### config.mk
export PLATFORM = sky130hd
export DESIGN_NAME = mem_access_initiator
export DESIGN_NICKNAME = d
export VERILOG_FILES = /design/src/rtl/mem_access_initiator_pkg.sv /design/src/rtl/mem_access_initiator_timeout.sv /design/src/rtl/mem_access_initiator.sv
export SDC_FILE = /design/constraint.sdc
export NUM_CORES = 1
export LEC_CHECK = 0
export ABC_AREA = 0
export CAP_MARGIN = 20
export CORE_MARGIN = 8
export CORE_UTILIZATION = 40
export CTS_CLUSTER_SIZE = 16
export DETAILED_ROUTE_END_ITERATION = 6
export PLACE_DENSITY = 0.89
export SLEW_MARGIN = 20
export SYNTH_ARGS = -nofsm -noshare
export SYNTH_HDL_FRONTEND = slang
export SYNTH_SLANG_ARGS = --single-unit
export TNS_END_PERCENT = 10
### constraint.sdc
create_clock -name clk -period 2.2 [get_ports clk]
set_input_delay 0.22 -clock clk [delete_from_list [all_inputs] [get_ports clk]]
set_output_delay 0.22 -clock clk [all_outputs]
set_load 0.03 [all_outputs]
### src/rtl/mem_access_initiator_pkg.sv
// Shared types and constants for the MEM-stage memory access initiator.
// State encodings mirror the IDLE/BUSY/DONE access sequence.
package mem_access_initiator_pkg;

    typedef enum logic [1:0] {
        MAI_IDLE = 2'd0,
        MAI_BUSY = 2'd1,
        MAI_DONE = 2'd2
    } mai_state_e;

    localparam int MAI_TIMEOUT_W = 8;

endpackage

### src/rtl/mem_access_initiator_timeout.sv
// Saturating BUSY-cycle counter; expired flags the last permitted wait cycle.
module mem_timeout_counter
    import mem_access_initiator_pkg::*;
#(
    parameter int TIMEOUT_CYCLES = 16
) (
    input  logic clk,
    input  logic rst,
    input  logic clr,
    input  logic en,
    output logic expired
);

    localparam logic [MAI_TIMEOUT_W-1:0] LAST = MAI_TIMEOUT_W'(TIMEOUT_CYCLES - 1);
    localparam logic [MAI_TIMEOUT_W-1:0] SAT  = '1;

    logic [MAI_TIMEOUT_W-1:0] cnt_q;

    always_ff @(posedge clk or negedge rst) begin
        if (!rst)                    cnt_q <= '0;
        else if (clr)                cnt_q <= '0;
        else if (en && cnt_q != SAT) cnt_q <= cnt_q + 1'b1;
    end

    assign expired = (cnt_q == LAST);

endmodule

### src/rtl/mem_access_initiator.sv
// MEM-stage initiator: issues one load/store per request, waits for mem_ready
// (or a timeout), then reports completion. Optional MEM_ALIGN_CHECK_EN aborts misaligned requests.
module mem_access_initiator
    import mem_access_initiator_pkg::*;
#(
    parameter int DATA_W         = 32,
    parameter int TIMEOUT_CYCLES = 16
) (
    input  logic              clk,
    input  logic              rst,
    input  logic              req_read,
    input  logic              req_write,
    input  logic [DATA_W-1:0] req_addr,
    input  logic [DATA_W-1:0] req_wdata,
    output logic              stall,
    output logic              rsp_valid,
    output logic [DATA_W-1:0] rsp_rdata,
    output logic              err,
    output logic [DATA_W-1:0] mem_addr,
    output logic [DATA_W-1:0] mem_write_data,
    output logic              mem_read,
    output logic              mem_write,
    input  logic [DATA_W-1:0] mem_read_data,
    input  logic              mem_ready
);

    localparam logic [DATA_W-1:0] LOW_MASK = DATA_W'(3);

    mai_state_e        state_q;
    logic [DATA_W-1:0] addr_q, wdata_q, rdata_q;
    logic              rd_q, wr_q, err_q;
    logic              req, misalign, expired;

    assign req = req_read | req_write;

`ifdef MEM_ALIGN_CHECK_EN
    assign misalign = |req_addr[1:0];
`else
    assign misalign = 1'b0;
`endif

    mem_timeout_counter #(.TIMEOUT_CYCLES(TIMEOUT_CYCLES)) u_tmo (
        .clk     (clk),
        .rst     (rst),
        .clr     (state_q != MAI_BUSY),
        .en      (state_q == MAI_BUSY),
        .expired (expired)
    );

    always_ff @(posedge clk or negedge rst) begin
        if (!rst) begin
            state_q <= MAI_IDLE;
            addr_q  <= '0;
            wdata_q <= '0;
            rdata_q <= '0;
            rd_q    <= 1'b0;
            wr_q    <= 1'b0;
            err_q   <= 1'b0;
        end else begin
            case (state_q)
                MAI_IDLE: begin
                    err_q <= 1'b0;
                    if (req && misalign) begin
                        state_q <= MAI_DONE;
                        err_q   <= 1'b1;
                        rdata_q <= '0;
                    end else if (req) begin
                        state_q <= MAI_BUSY;
                        addr_q  <= req_addr & ~LOW_MASK;
                        wdata_q <= req_wdata;
                        wr_q    <= req_write;
                        rd_q    <= req_read & ~req_write;
                    end
                end
                MAI_BUSY: begin
                    // mem_ready wins over a coincident timeout
                    if (mem_ready) begin
                        if (rd_q) rdata_q <= mem_read_data;
                        rd_q    <= 1'b0;
                        wr_q    <= 1'b0;
                        state_q <= MAI_DONE;
                    end else if (expired) begin
                        rd_q    <= 1'b0;
                        wr_q    <= 1'b0;
                        rdata_q <= '0;
                        err_q   <= 1'b1;
                        state_q <= MAI_DONE;
                    end
                end
                default: begin
                    err_q   <= 1'b0;
                    state_q <= MAI_IDLE;
                end
            endcase
        end
    end

    // Gated by rst so the pipeline unfreezes the instant reset asserts.
    assign stall          = rst & (((state_q == MAI_IDLE) & req) | (state_q == MAI_BUSY));
    assign rsp_valid      = (state_q == MAI_DONE);
    assign err            = err_q;
    assign rsp_rdata      = rdata_q;
    assign mem_addr       = addr_q;
    assign mem_write_data = wdata_q;
    assign mem_read       = rd_q;
    assign mem_write      = wr_q;

endmodule

==> metrics.txt, run 1 <==
Initial DRC Count ~220; layout cells sized above 1 0.1809; PD cells 1552 nW/µm²; EDFF count, synth 0; gr usage total 0.1680; worst vdd rail ir drop around 0.82 mV; Sink Count 107; dpl cell area 6496 µm²; reg-to-reg startpoint u_tmo.cnt_q[0]; # diodes 0; grt met1 use 0.1872; async set-or-reset flop fraction in the synthesized netlist 1.000; Finished Cell Area slightly below 7000 µm²; post-layout util 0.6245; final hold slack ~0.45 ns; Comb pwr share 0.548; critical-path cell list ha_1 > and3_1 > a31oi_4 > a221o_1; worst slew pin tran between 0.9 and 1 ns; Worst EP required around 2.5 ns; H-tree lvl count 3; Max Cap Viol 0; DR pass1 iterations 4; row cnt 38; CP Max Fanout 32; DIE HEIGHT 121.1 µm; critical path arrival around 2.4 ns; Clock transition at path regs ~0.1 ns; initial antenna violation count 0; CTS Buf Count 9; Worst path slowest cell a31oi_4; met3 Use GR 0.04607; min-delay worst type input pin to register; via count around 3300; Post-Synthesis Cells 314; yosys warns 0; Ports just over 200; Finish-stage setup viols 0; # port buffers ~200; Antenna Nets Post-Route 0; Max Freq 0.4887 GHz; Setup Skew 0.01172 ns; crit start category register; hold buffer count at cts 1; crit share post-route 0.9301; Clk pwr share 0.130; clock tree buffer depth 2; grt ovf 0; Largest stage delay, worst path between 0.7 and 0.8 ns; clk_lat worst skew 0.37 ns; clock root buffer clkbuf_8; TritonCTS clock tree done; Top FF cell, synth dfrtp_1; met2 Use GR 0.3002; leakage 2.638 nW; relative slew slack 0.3931; Yosys cell types 35; syn_area_per_cell about 14 µm²; layout overhead on the synthesized area 52.56%; WL final 12390 µm; DP HPWL 9515 µm; core area about 11000 µm²; CP Class register to register; Top Usage Layer GRT met2; Syn Std Cell Area ~4400 µm²; register area share after synthesis 0.6061; Flop pwr share 0.322; Initial Utilization 0.4093; internal power approximately 0.0062 W; DRC Markers 0; setup TNS 0 ns; Fin. Hold Viols 0; #FFs+latches synth around 110; Net Sw Power between 0.004 and 0.005 W; first-pass GRT wire length about 20000 µm; Setup crit start u_tmo.cnt_q[0]; Via density slightly above 5; Post-CTS Resized 0; largest net degree at the start of global routing 63; hold_sp mem_read_data[23]; vias in the first global route around 3500; GPL Wtd Cong 0.7109; run status complete, no violations; Routed wire per std cell 18.95 µm; post-route minimum period ~2.0 ns; # nets final 611; die width 121.1 µm; crit end category register; Switching Fraction 0.4044; Final Max Slew Viols 0; Total Die Area approximately 15000 µm²; RSZ-0062 raised after global routing no; post-CTS setup buffers 0
[layout by cell type (no fill, tap or decap), drive strengths merged]
cell type	n
and3	1
dlygate4sd3	1
a21oi	4
nand2b	3
a311o	1
clkdlybuf4s50	195
o21bai	2
a32o	1
clkinvlp	1
a21o	2
inv	5
and2b	1
nand3	3
bufinv	2
clkinv	1
buf	9
and4	1
nand4	2
o21a	1
nor3	4
nand2	3
nor4	1
nor2	5
a221o	32
and2	35
ha	1
a21boi	2
o311a	2
a31oi	6
a211oi	1
mux2	62
dfrtp	107
clkbuf	10
o21ai	5
conb	2
[metrics by stage]
stage               setup WS, ns  power, W  instances
floorplan                 0.3579  0.006763        315
global placement          0.2737  0.009003        637
detailed placement        0.1697  0.009201        637
CTS                       0.1662   0.01059        654
global route             0.01228   0.01100        654
finish                    0.1537   0.01046        654
[final cells by class]
cell class	count	area, µm²
clock inverters	6	96.34
clock buffers	10	137.6
multi-input cells	183	1600
fillers	831	4053
flip-flops and latches	107	2678
repair buffers	205	2042
well taps	140	175.2
inverters	3	11.26
[worst paths after layout]
kind	slack [ns]	cells past startpoint	end
min in group asynchronous	0.50	3	mem_addr[3]
min	0.45	2	rsp_rdata[23]
max	0.15	4	rsp_rdata[22]
max in group asynchronous	1.11	3	rsp_rdata[13]
min reg2reg	0.51	1	mem_write_data[28]
max reg2reg	0.15	4	rsp_rdata[22]
[worst max-delay path, delay by kind of cell (launching register included)]
kind | cells | cell delay [ns]
AND/OR/NAND/NOR | 1 | 0.24
AO/OA/AOI/OAI | 2 | 1.04
flip-flops | 1 | 0.43
adder cells (fa/ha/maj) | 1 | 0.27
[logic make-up after synthesis]
logic type      synth area share
flops                     0.6061
fa+ha+maj               0.002832
mux                       0.1580
compound gates            0.1178
buf+inv                  0.03285
simple gates             0.08156
other cells            0.0008488
[state kept, by name, summed over array words and instances, names as in the netlist]
register and flops:
err 1, mem_addr 30, mem_read 1, mem_write 1, mem_write_data 32, rsp_rdata 32
state_q 2, u_tmo.cnt_q 8
[power by group through the flow]
stage | clock network [W] | registers (W) | logic [W]
floorplan | 0 | 0.00503 | 0.00173
global placement | 0 | 0.00334 | 0.00566
detailed placement | 0 | 0.00342 | 0.00578
CTS | 0.00141 | 0.00338 | 0.00580
global route | 0.00149 | 0.00349 | 0.00602
finish | 0.00136 | 0.00337 | 0.00573
[Yosys cell counts, types with 2 or more instances]
cell type	number	area [µm²]
a21oi_1	4	20.02
a21o_1	2	15.01
nor3_1	4	20.02
a221o_1	30	300.3
o21bai_1	2	15.01
nand3_1	3	15.01
clkbuf_1	5	18.77
nand2_1	3	11.26
buf_2	10	50.05
nor2_1	5	18.77
a221o_2	2	22.52
o311a_1	2	20.02
buf_6	4	45.04
o21ai_0	5	25.02
a21boi_0	2	15.01
dfrtp_1	107	2678
nand4_1	2	12.51
and2_1	35	219.0
mux2_2	62	698.2
nand2b_1	3	18.77
inv_1	3	11.26
a31oi_1	5	31.28
buf_4	2	15.01
[per-layer routing]
metal | vias to the layer above | part of all wire
met5 | - | 0
met4 | 0 | 0.019
met3 | 17 | 0.063
met2 | 107 | 0.54
met1 | 1678 | 0.38
li1 | 1538 | -
Note: power is estimated with default switching activity, not from simulation.
==> run 2, diff against run 1 <==
CTS_CLUSTER_SIZE = 28   (was 16)
==> results of run 2 <==
No change in the layout: final DEF, timing and power equal those of run 1.
